==> config.mk <==
export PLATFORM = sky130hd
export DESIGN_NAME = spi_master_fifo_wr_arbiter
export DESIGN_NICKNAME = d
export VERILOG_FILES = /design/src/rtl/spi_master_fifo_wr_arbiter.sv
export SDC_FILE = /design/constraint.sdc
export NUM_CORES = 1
export LEC_CHECK = 0
export CAP_MARGIN = 10
export CORE_UTILIZATION = 28
export DETAILED_ROUTE_END_ITERATION = 8
export GPL_TIMING_DRIVEN = 0
export HOLD_SLACK_MARGIN = 0.15
export PLACE_DENSITY = 0.88
export SETUP_SLACK_MARGIN = 0.4
export SLEW_MARGIN = 20
export SYNTH_ARGS = -nofsm -noshare
export SYNTH_HDL_FRONTEND = slang
export SYNTH_SLANG_ARGS = --single-unit
==> constraint.sdc <==
create_clock -name clk_i -period 1.5 [get_ports clk_i]
set_input_delay 0.15 -clock clk_i [delete_from_list [all_inputs] [get_ports clk_i]]
set_output_delay 0.15 -clock clk_i [all_outputs]
set_load 0.03 [all_outputs]
==> src/rtl/spi_master_fifo_wr_arbiter.sv <==
// Round-robin arbiter that shares one SPI TX FIFO write port between several
// burst requesters. The owner keeps the port until its last beat or until
// MAX_BURST beats have been pushed, so bursts never interleave in the FIFO.
module spi_master_fifo_wr_arbiter #(
  parameter int unsigned NUM_REQ    = 2,
  parameter int unsigned DATA_WIDTH = 32,
  parameter int unsigned MAX_BURST  = 16
) (
  input  logic                          clk_i,
  input  logic                          rst_ni,
  input  logic                          clr_i,
  input  logic [NUM_REQ-1:0]            req_valid_i,
  input  logic [NUM_REQ-1:0]            req_last_i,
  input  logic [NUM_REQ*DATA_WIDTH-1:0] req_data_i,
  output logic [NUM_REQ-1:0]            req_ready_o,
  output logic                          fifo_valid_o,
  output logic [DATA_WIDTH-1:0]         fifo_data_o,
  input  logic                          fifo_ready_i,
  output logic [NUM_REQ-1:0]            grant_o,
  output logic                          busy_o
);

  localparam int unsigned OW = (NUM_REQ > 1) ? $clog2(NUM_REQ) : 1;
  localparam int unsigned CW = (MAX_BURST > 1) ? $clog2(MAX_BURST) : 1;
  localparam logic [CW-1:0] LAST_CNT = CW'(MAX_BURST - 1);
  localparam logic [OW-1:0] RR_RST   = OW'(NUM_REQ - 1);

  typedef enum logic {ST_IDLE, ST_LOCK} state_e;

  state_e               state_q;
  logic [OW-1:0]        owner_q;
  logic [OW-1:0]        rr_ptr_q;
  logic [CW-1:0]        cnt_q;
  logic                 busy_q;
  logic [NUM_REQ-1:0]   grant_q;

  logic [2*NUM_REQ-1:0] dbl_c;
  logic [NUM_REQ-1:0]   rot_c;
  logic                 pick_found_c;
  logic [OW-1:0]        pick_idx_c;
  logic                 owner_valid_c;
  logic                 owner_last_c;
  logic [DATA_WIDTH-1:0] owner_data_c;
  logic [NUM_REQ-1:0]   owner_oh_c;
  logic                 lock_c;
  logic                 beat_c;

  // Round-robin pick: rotate valids so bit 0 is the requester after rr_ptr.
  always_comb begin
    dbl_c        = {req_valid_i, req_valid_i};
    rot_c        = NUM_REQ'(dbl_c >> (32'(rr_ptr_q) + 32'd1));
    pick_found_c = 1'b0;
    pick_idx_c   = '0;
    for (int unsigned j = 0; j < NUM_REQ; j++) begin
      if (!pick_found_c && rot_c[j]) begin
        pick_found_c = 1'b1;
        pick_idx_c   = OW'((32'(rr_ptr_q) + 32'd1 + j) % NUM_REQ);
      end
    end
  end

  // Select the current owner's request signals.
  always_comb begin
    owner_valid_c = 1'b0;
    owner_last_c  = 1'b0;
    owner_data_c  = '0;
    for (int unsigned i = 0; i < NUM_REQ; i++) begin
      if (owner_q == OW'(i)) begin
        owner_valid_c = req_valid_i[i];
        owner_last_c  = req_last_i[i];
        owner_data_c  = req_data_i[i*DATA_WIDTH +: DATA_WIDTH];
      end
    end
  end

  // Pass-through of the owner onto the FIFO port while locked.
  always_comb begin
    lock_c       = (state_q == ST_LOCK);
    owner_oh_c   = NUM_REQ'(1) << owner_q;
    fifo_valid_o = lock_c & owner_valid_c;
    fifo_data_o  = lock_c ? owner_data_c : '0;
    req_ready_o  = (lock_c && fifo_ready_i) ? owner_oh_c : '0;
    beat_c       = fifo_valid_o & fifo_ready_i;
  end

  // Arbitration FSM; clear behaves exactly like reset.
  always_ff @(posedge clk_i) begin
    if (!rst_ni || clr_i) begin
      state_q  <= ST_IDLE;
      owner_q  <= '0;
      rr_ptr_q <= RR_RST;
      cnt_q    <= '0;
      busy_q   <= 1'b0;
      grant_q  <= '0;
    end else begin
      case (state_q)
        ST_IDLE: begin
          if (pick_found_c) begin
            state_q  <= ST_LOCK;
            owner_q  <= pick_idx_c;
            rr_ptr_q <= pick_idx_c;
            cnt_q    <= '0;
            busy_q   <= 1'b1;
            grant_q  <= NUM_REQ'(1) << pick_idx_c;
          end
        end
        ST_LOCK: begin
          if (beat_c) begin
            if (owner_last_c || (cnt_q == LAST_CNT)) begin
              state_q <= ST_IDLE;
              cnt_q   <= '0;
              busy_q  <= 1'b0;
              grant_q <= '0;
            end else begin
              cnt_q <= cnt_q + CW'(1);
            end
          end
        end
        default: begin
          state_q <= ST_IDLE;
          busy_q  <= 1'b0;
          grant_q <= '0;
        end
      endcase
    end
  end

  assign grant_o = grant_q;
  assign busy_o  = busy_q;

endmodule

==> flow_summary.yaml, run 1 <==
place:
  dp.final_hpwl_mm: 3.52
  port_buffers: 109
  dp_slack_ns: -0.449
  gp_congestion: 0.822
floorplan:
  chipHeight_microns: 61.3
  initial_core_util_pct: 29.3
  io_pins: 110
  rows: 21
  die_w_microns: 61.3
logic_synthesis:
  synth_ff_type: "dfxtp_1"
  synth_edf_count: 0
  synthCells: 132
  yosysMostFrequentCell: "nor2_1"
  synth.top_cells.by_count: "37 x nor2_1, 33 x mux2i_1, 10 x dfxtp_1"
  yosysSeqAreaShare_pct: 20.3
  yosysTopAreaCellShare_pct: 33.5
  async_reset_ff_share_pct: 0
  syn_nets: 205
  syn-cell-area_sq_um: 985
  synth_seq_cells: 10
  ys_types: 28
  yosysWarningCount: 0
  synthTopCellsByArea: "mux2i_1 34%, dfxtp_1 20%, nor2_1 14%"
  syn_avg_cell_area_sq_um: 7.46
  netlist.top_cell.by_area: "mux2i_1"
run_status:
  error: "[ERROR DPL-0033] detailed placement checks failed during check placement."
  status: "aborted with a tool error"
  stop_stage: "clock tree synthesis"
clock_tree:
  cts_buffer_depth: 2
  clock_sinks: 10
  postCtsSetupRepairBufs: 10
  cts_root_buf: "clkbuf_4"
  htreeDepth: 1
  cts_resized: 341
  cts_buffers: 3
  hold_buffers: 0
[per-stage QoR]
step	area, sq um	utilization [%]	instances	hold slack (ns)
detailed placement	2420	72.1	287	0.475
floorplan	1280	-	132	0.322
global placement	2420	72.1	287	0.466
[kinds of logic after synthesis]
logic type,Yosys count,synth area share [%]
buf+inv,11,5.21
compound gates,18,12.5
fa+ha+maj,1,1.27
simple gates,58,25.7
mux,34,35.1
flops,10,20.3
==> run 2: changes to the inputs <==
--- a/config.mk
+++ b/config.mk
@@ -6,12 +6,11 @@
 export NUM_CORES = 1
 export LEC_CHECK = 0
 export CAP_MARGIN = 10
-export CORE_UTILIZATION = 28
+export CORE_AREA = 2 2 63 65
 export DETAILED_ROUTE_END_ITERATION = 8
+export DIE_AREA = 0 0 65 67
 export GPL_TIMING_DRIVEN = 0
-export HOLD_SLACK_MARGIN = 0.15
-export PLACE_DENSITY = 0.88
-export SETUP_SLACK_MARGIN = 0.4
+export PLACE_DENSITY_LB_ADDON = 0.15
 export SLEW_MARGIN = 20
 export SYNTH_ARGS = -nofsm -noshare
 export SYNTH_HDL_FRONTEND = slang
==> run 2 against run 1 <==
The run now ends clean. Area after synthesis unchanged. Synthesized cell count unchanged.
==> flow_summary.yaml, run 2 <==
logic_synthesis:
  synth.top_cells.by_count: "37 x nor2_1, 33 x mux2i_1, 10 x dfxtp_1"
  ys_types: 28
  synthTopCellsByArea: "mux2i_1 34%, dfxtp_1 20%, nor2_1 14%"
  synth_ff_type: "dfxtp_1"
  yosysTopAreaCellShare_pct: 33.5
  netlist.top_cell.by_area: "mux2i_1"
  synth_edf_count: 0
  synth_seq_cells: 10
  yosysWarningCount: 0
  yosysSeqAreaShare_pct: 20.3
  synthCells: 132
  async_reset_ff_share_pct: 0
  yosysMostFrequentCell: "nor2_1"
  syn_nets: 205
  syn-cell-area_sq_um: 985
  syn_avg_cell_area_sq_um: 7.46
setup_path:
  cp_num_buf_inv: 2
  critPathArrivalTime_ns: 1.35
  crit_path_cell_trace: "buf_8 > mux2_4 > and2_4 > buf_6"
  crit_fanout: 6
  crit_type: "reg2out"
  critPathRequiredTime_ns: 1.35
  cp_slowest_cell: "mux2_4"
  start_kind: "register"
  end_kind: "output pin"
  max_stage_delay_ns: 0.35
  path_delay_family: "multiplexers"
floorplan:
  rows: 22
  die_w_microns: 65
  core_sq_um: 3610
  io_pins: 110
  chipHeight_microns: 67
  initial_core_util_pct: 27.3
  die_area_sq_um: 4360
finish:
  num-fill-cells: 354
  largest_reg_flops: 4
  final_common_cell: "clkdlybuf4s50_1"
  insertedDiodeCount: 0
  top_register: "cnt_q"
  drive_gt1_share_pct: 29.5
  nets: 325
  stdcell_count: 299
  syn_to_final_growth_pct: 133
  design_area_sq_um: 2300
  layout_common_cells: "72 x clkdlybuf4s50_1, 29 x nor2_1, 26 x mux2i_1"
route:
  detail_route.wl_per_cell_microns: 15.2
  drt_iter0_drc: 56
  vias_per_cell: 4.57
  first_pass_iters: 4
  postRouteWirelength_mm: 4.53
  final_antenna_net_count: 0
  via_count: 1366
  drc: 0
power:
  ir_worst_vdd_mv: 0.369
  powerDensity_nw_per_um2: 521
  leakagePower_nw: 0.914
  totalPowerFinal_mw: 1.20
min_path:
  hold_path_class: "in2reg"
clock_tree:
  cts_buffer_depth: 2
  clk_latency_ns: 0.24
  cts_root_buf: "clkbuf_8"
  cts_buffers: 3
  hold_buffers: 0
  htreeDepth: 1
  clock_sinks: 10
  clkTransAtPathRegs_ns: 0.05
  tritoncts: "yes"
place:
  dp_cells: 289
  gp_congestion: 0.793
  dp.final_hpwl_mm: 3.51
  place_area_sq_um: 2150
  port_buffers: 109
  dp_slack_ns: -0.620
sta:
  final-hold-violation-count: 0
  tightest_slew_ns: 0.397
  worst_slack_ns: 0.00120
  report.final.setup_viol: 0
  maxSlewViolCount: 0
  slew_headroom_pct: 73.4
  rsz0062_at_grt: "yes"
  worst_clock_skew_ns: 0.00499
  min_period_ns: 1.50
  post-route-period-util_pct: 99.9
  max_clock_freq_mhz: 667
grt:
  grt_pass1_wl_mm: 6.39
  grt_overflow_total: 0
  antenna_found_initial: 0
  grt_max_degree: 11
  grt_pass1_vias: 1286
  grt_usage_pct: 19.4
run:
  cap_violations: 0
run_status:
  status: "finished, final reports clean"
run 2: power breakdown:
part	switching, mW	leakage, nW	internal (mW)
Combinational	0.254	0.803	0.316
Clock	0.115	0.0288	0.232
Sequential	0.00527	0.0819	0.274
Total	0.374	0.914	0.822
run 2: repair_timing:
action                     4_1_cts  5_1_grt
setup buffers                    3        0
setup endpoints to repair       36       35
resized for setup              210       31
cloned                           2        1
pin swaps                        4        0
run 2: logic make-up (layout without fill, tap and decap cells):
kind of cell,Yosys count,count (layout),synth area share (%)
compound gates,18,19,12.5
fa+ha+maj,1,1,1.27
buf+inv,11,129,5.21
flops,10,10,20.3
mux,34,34,35.1
simple gates,58,58,25.7
run 2: path summary, 6_finish.rpt:
| path | start | to | slack (ns) | cells after the start |
|---|---|---|---|---|
| min reg2reg | grant_o[0] | grant_o[0] | 0.48 | 2 |
| max reg2reg | owner_q | cnt_q[3] | 0.001 | 5 |
| max | owner_q | fifo_valid_o | 0.001 | 4 |
| min | req_valid_i[0] | grant_o[0] | 0.45 | 3 |
run 2: worst register-to-register path: stages, from the launching register on:
cell	delay (ns)
dfxtp_2	0.32
buf_8	0.14
mux2_4	0.25
a21boi_4	0.08
or4_1	0.51
a31oi_1	0.13
run 2: stage by stage:
| step | hold slack, ns | util, % | setup TNS, ns |
|---|---|---|---|
| global placement | 0.470 | 59.7 | -17.94 |
| detailed placement | 0.474 | 59.7 | -18.58 |
| floorplan | 0.322 | - | -0.00936 |
| finish | 0.449 | 63.7 | 0 |
| CTS | 0.440 | 61.0 | 0 |
| global route | 0.478 | 63.7 | -0.256 |
run 2: area by class of cell:
class | count | area (sq um) | area share [%]
buffer | 8 | 114 | 4.96
clock buffer | 4 | 55.1 | 2.40
timing repair buffer | 114 | 1030 | 45.0
tap | 48 | 60.1 | 2.62
inverter | 3 | 11.3 | 0.490
sequential | 10 | 201 | 8.77
multi-input combinational | 112 | 821 | 35.7
run 2: routing by layer:
| metal | GRT usage [%] | up-vias | routed length [microns] |
|---|---|---|---|
| li1 | - | 700 | - |
| met1 | 22.8 | 612 | 1710 |
| met2 | 34.7 | 52 | 2550 |
| met3 | 5.57 | 2 | 249 |
| met4 | 4.52 | 0 | 27 |
| met5 | 0 | - | 0 |
No activity file was read; power rests on OpenSTA's default activity.
==> run 3: changes to the inputs <==
--- a/config.mk
+++ b/config.mk
@@ -10,6 +10,7 @@
 export DETAILED_ROUTE_END_ITERATION = 8
 export DIE_AREA = 0 0 65 67
 export GPL_TIMING_DRIVEN = 0
+export MAX_ROUTING_LAYER = met4
 export PLACE_DENSITY_LB_ADDON = 0.15
 export SLEW_MARGIN = 20
 export SYNTH_ARGS = -nofsm -noshare
==> run 3 against run 2 <==
First-iteration DRC count decreased by 7.1%. Sequential share of layout area unchanged. Core utilization unchanged. Sequential power about the same. Via count about the same. Design area unchanged. Register-to-register slack about the same. Non-clock buffer count unchanged. Count of clock-buffer cells in the layout unchanged. Clock power about the same. Largest cell class unchanged. Highest routed layer unchanged.
==> flow_summary.yaml, run 3 (synthesis results as in run 2) <==
run_status:
  status: "finished, final reports clean"
setup_path:
  r2r_end: "cnt_q[3]"
  r2r_setup_slack_ns: 0.0002
  rr_worst_depth: 5
  r2r-start: "owner_q"
  cp-startpoint: "owner_q"
  critPathArrivalTime_ns: 1.35
  end_kind: "output pin"
  crit_fanout: 6
  critPathRequiredTime_ns: 1.35
  crit_end: "fifo_valid_o"
  crit_type: "reg2out"
  start_kind: "register"
sta:
  max_clock_freq_mhz: 667
  post-route-period-util_pct: 100
  slew_headroom_pct: 73.4
  worst_clock_skew_ns: 0.00505
  rsz0062_at_grt: "yes"
  report.final.setup_viol: 0
  min_period_ns: 1.50
  maxSlewViolCount: 0
  final-hold-violation-count: 0
  tightest_slew_ns: 0.397
floorplan:
  chipHeight_microns: 67
  rows: 22
  die_w_microns: 65
  initial_core_util_pct: 27.3
  core_sq_um: 3610
  io_pins: 110
  die_area_sq_um: 4360
power:
  netSwitchingPower_uw: 375
  p_seq_share_pct: 23.3
  ir_worst_vdd_mv: 0.369
  leakagePower_nw: 0.914
  internal-power_uw: 822
  switching_share_pct: 31.3
  p_comb_share_pct: 47.7
  clkPwrFrac_pct: 29.0
  powerDensity_nw_per_um2: 522
grt:
  antenna_found_initial: 0
  grt_pass1_wl_mm: 6.42
  grt_usage_pct: 20.0
  grt_overflow_total: 0
  grt_pass1_vias: 1278
  grt_max_degree: 11
route:
  drt_iter0_drc: 52
  met1Wirelength_mm: 1.74
  wl_met2_mm: 2.55
  postRouteWirelength_mm: 4.54
  final_antenna_net_count: 0
  detail_route.wl_per_cell_microns: 15.2
  drc: 0
  vias_per_cell: 4.57
  top_layer_used: "met4"
  wl_met3_microns: 223
  via_count: 1367
  first_pass_iters: 4
place:
  gp_congestion: 0.804
  place_area_sq_um: 2150
  dp_cells: 289
  port_buffers: 109
  dp.final_hpwl_mm: 3.51
clock_tree:
  tritoncts: "yes"
  cts_buffer_depth: 2
  clkTransAtPathRegs_ns: 0.05
  cts_buffers: 3
  hold_buffers: 0
  clk_latency_ns: 0.24
  htreeDepth: 1
  clock_sinks: 10
  cts_root_buf: "clkbuf_8"
finish:
  insertedDiodeCount: 0
  post-route-util_pct: 63.7
  syn_to_final_growth_pct: 133
  layout_common_cells: "72 x clkdlybuf4s50_1, 29 x nor2_1, 26 x mux2i_1"
  nets: 325
  num-fill-cells: 354
  design_area_sq_um: 2300
  top_register: "cnt_q"
  largest_reg_flops: 4
  stdcell_count: 299
  final_common_cell: "clkdlybuf4s50_1"
  drive_gt1_share_pct: 29.5
run:
  cap_violations: 0
min_path:
  hold_path_class: "in2reg"
## run 3: cell counts in the layout (fill, tap and decap cells not counted)
No cell type changed its count.
## run 3: timing repair
| item | 4_1_cts | 5_1_grt |
|---|---|---|
| buffers inserted | 3 | 0 |
| gates resized for setup | 210 | 31 |
| hold endpoints to repair | 0 | 0 |
| setup endpoints to repair | 36 | 35 |
| pin swaps | 4 | 0 |
| cloned | 2 | 1 |
## run 3: how the worst min path moves through the flow
stage | from | end | slack (ns) | cells past startpoint
final | req_valid_i[0] | grant_o[0] | 0.45 | 3
after global routing | req_valid_i[0] | grant_o[0] | 0.48 | 3
after CTS | req_valid_i[1] | rr_ptr_q | 0.44 | 3
after detailed placement | grant_o[0] | grant_o[0] | 0.47 | 2
after global placement | grant_o[0] | grant_o[0] | 0.47 | 2
after floorplan | clr_i | rr_ptr_q | 0.32 | 2
## run 3: metrics by stage
stage                     hold slack, ns  power, mW  setup TNS, ns  setup WS [ns]
final                              0.448       1.20              0       0.000203
after detailed placement           0.474      0.821         -18.58         -0.620
after CTS                          0.440       1.17              0       0.000142
after floorplan                    0.322      0.518       -0.00936       -0.00312
after global routing               0.479       1.26         -0.256        -0.0375
after global placement             0.470      0.818         -17.94         -0.601
## run 3: layout make-up
type                            instances  area, sq um  share of cell area, %
Buffer                                  8          114                   4.96
Multi-Input combinational cell        112          821                   35.7
Inverter                                3         11.3                  0.490
Clock buffer                            4         55.1                   2.40
Sequential cell                        10          201                   8.77
Timing Repair Buffer                  114         1030                   45.0
Tap cell                               48         60.1                   2.62
## run 3: critical path: stages, from the launching register on
cell and delay [ns]:
dfxtp_2 0.34, buf_8 0.15, mux2_4 0.35, and2_4 0.15
buf_6 0.13
## run 3: power by group through the flow
stage | sequential (mW) | clock, mW | combinational, mW
2_1_floorplan | 0.290 | 0 | 0.228
3_3_place_gp | 0.283 | 0 | 0.534
3_5_place_dp | 0.284 | 0 | 0.538
4_1_cts | 0.279 | 0.351 | 0.541
5_1_grt | 0.280 | 0.377 | 0.605
6_report | 0.279 | 0.347 | 0.571
## run 3: layer usage
metal	GRT usage, %	up-vias
li1	-	700
met1	23.3	613
met2	34.9	52
met3	5.07	2
met4	3.99	0
met5	-	-
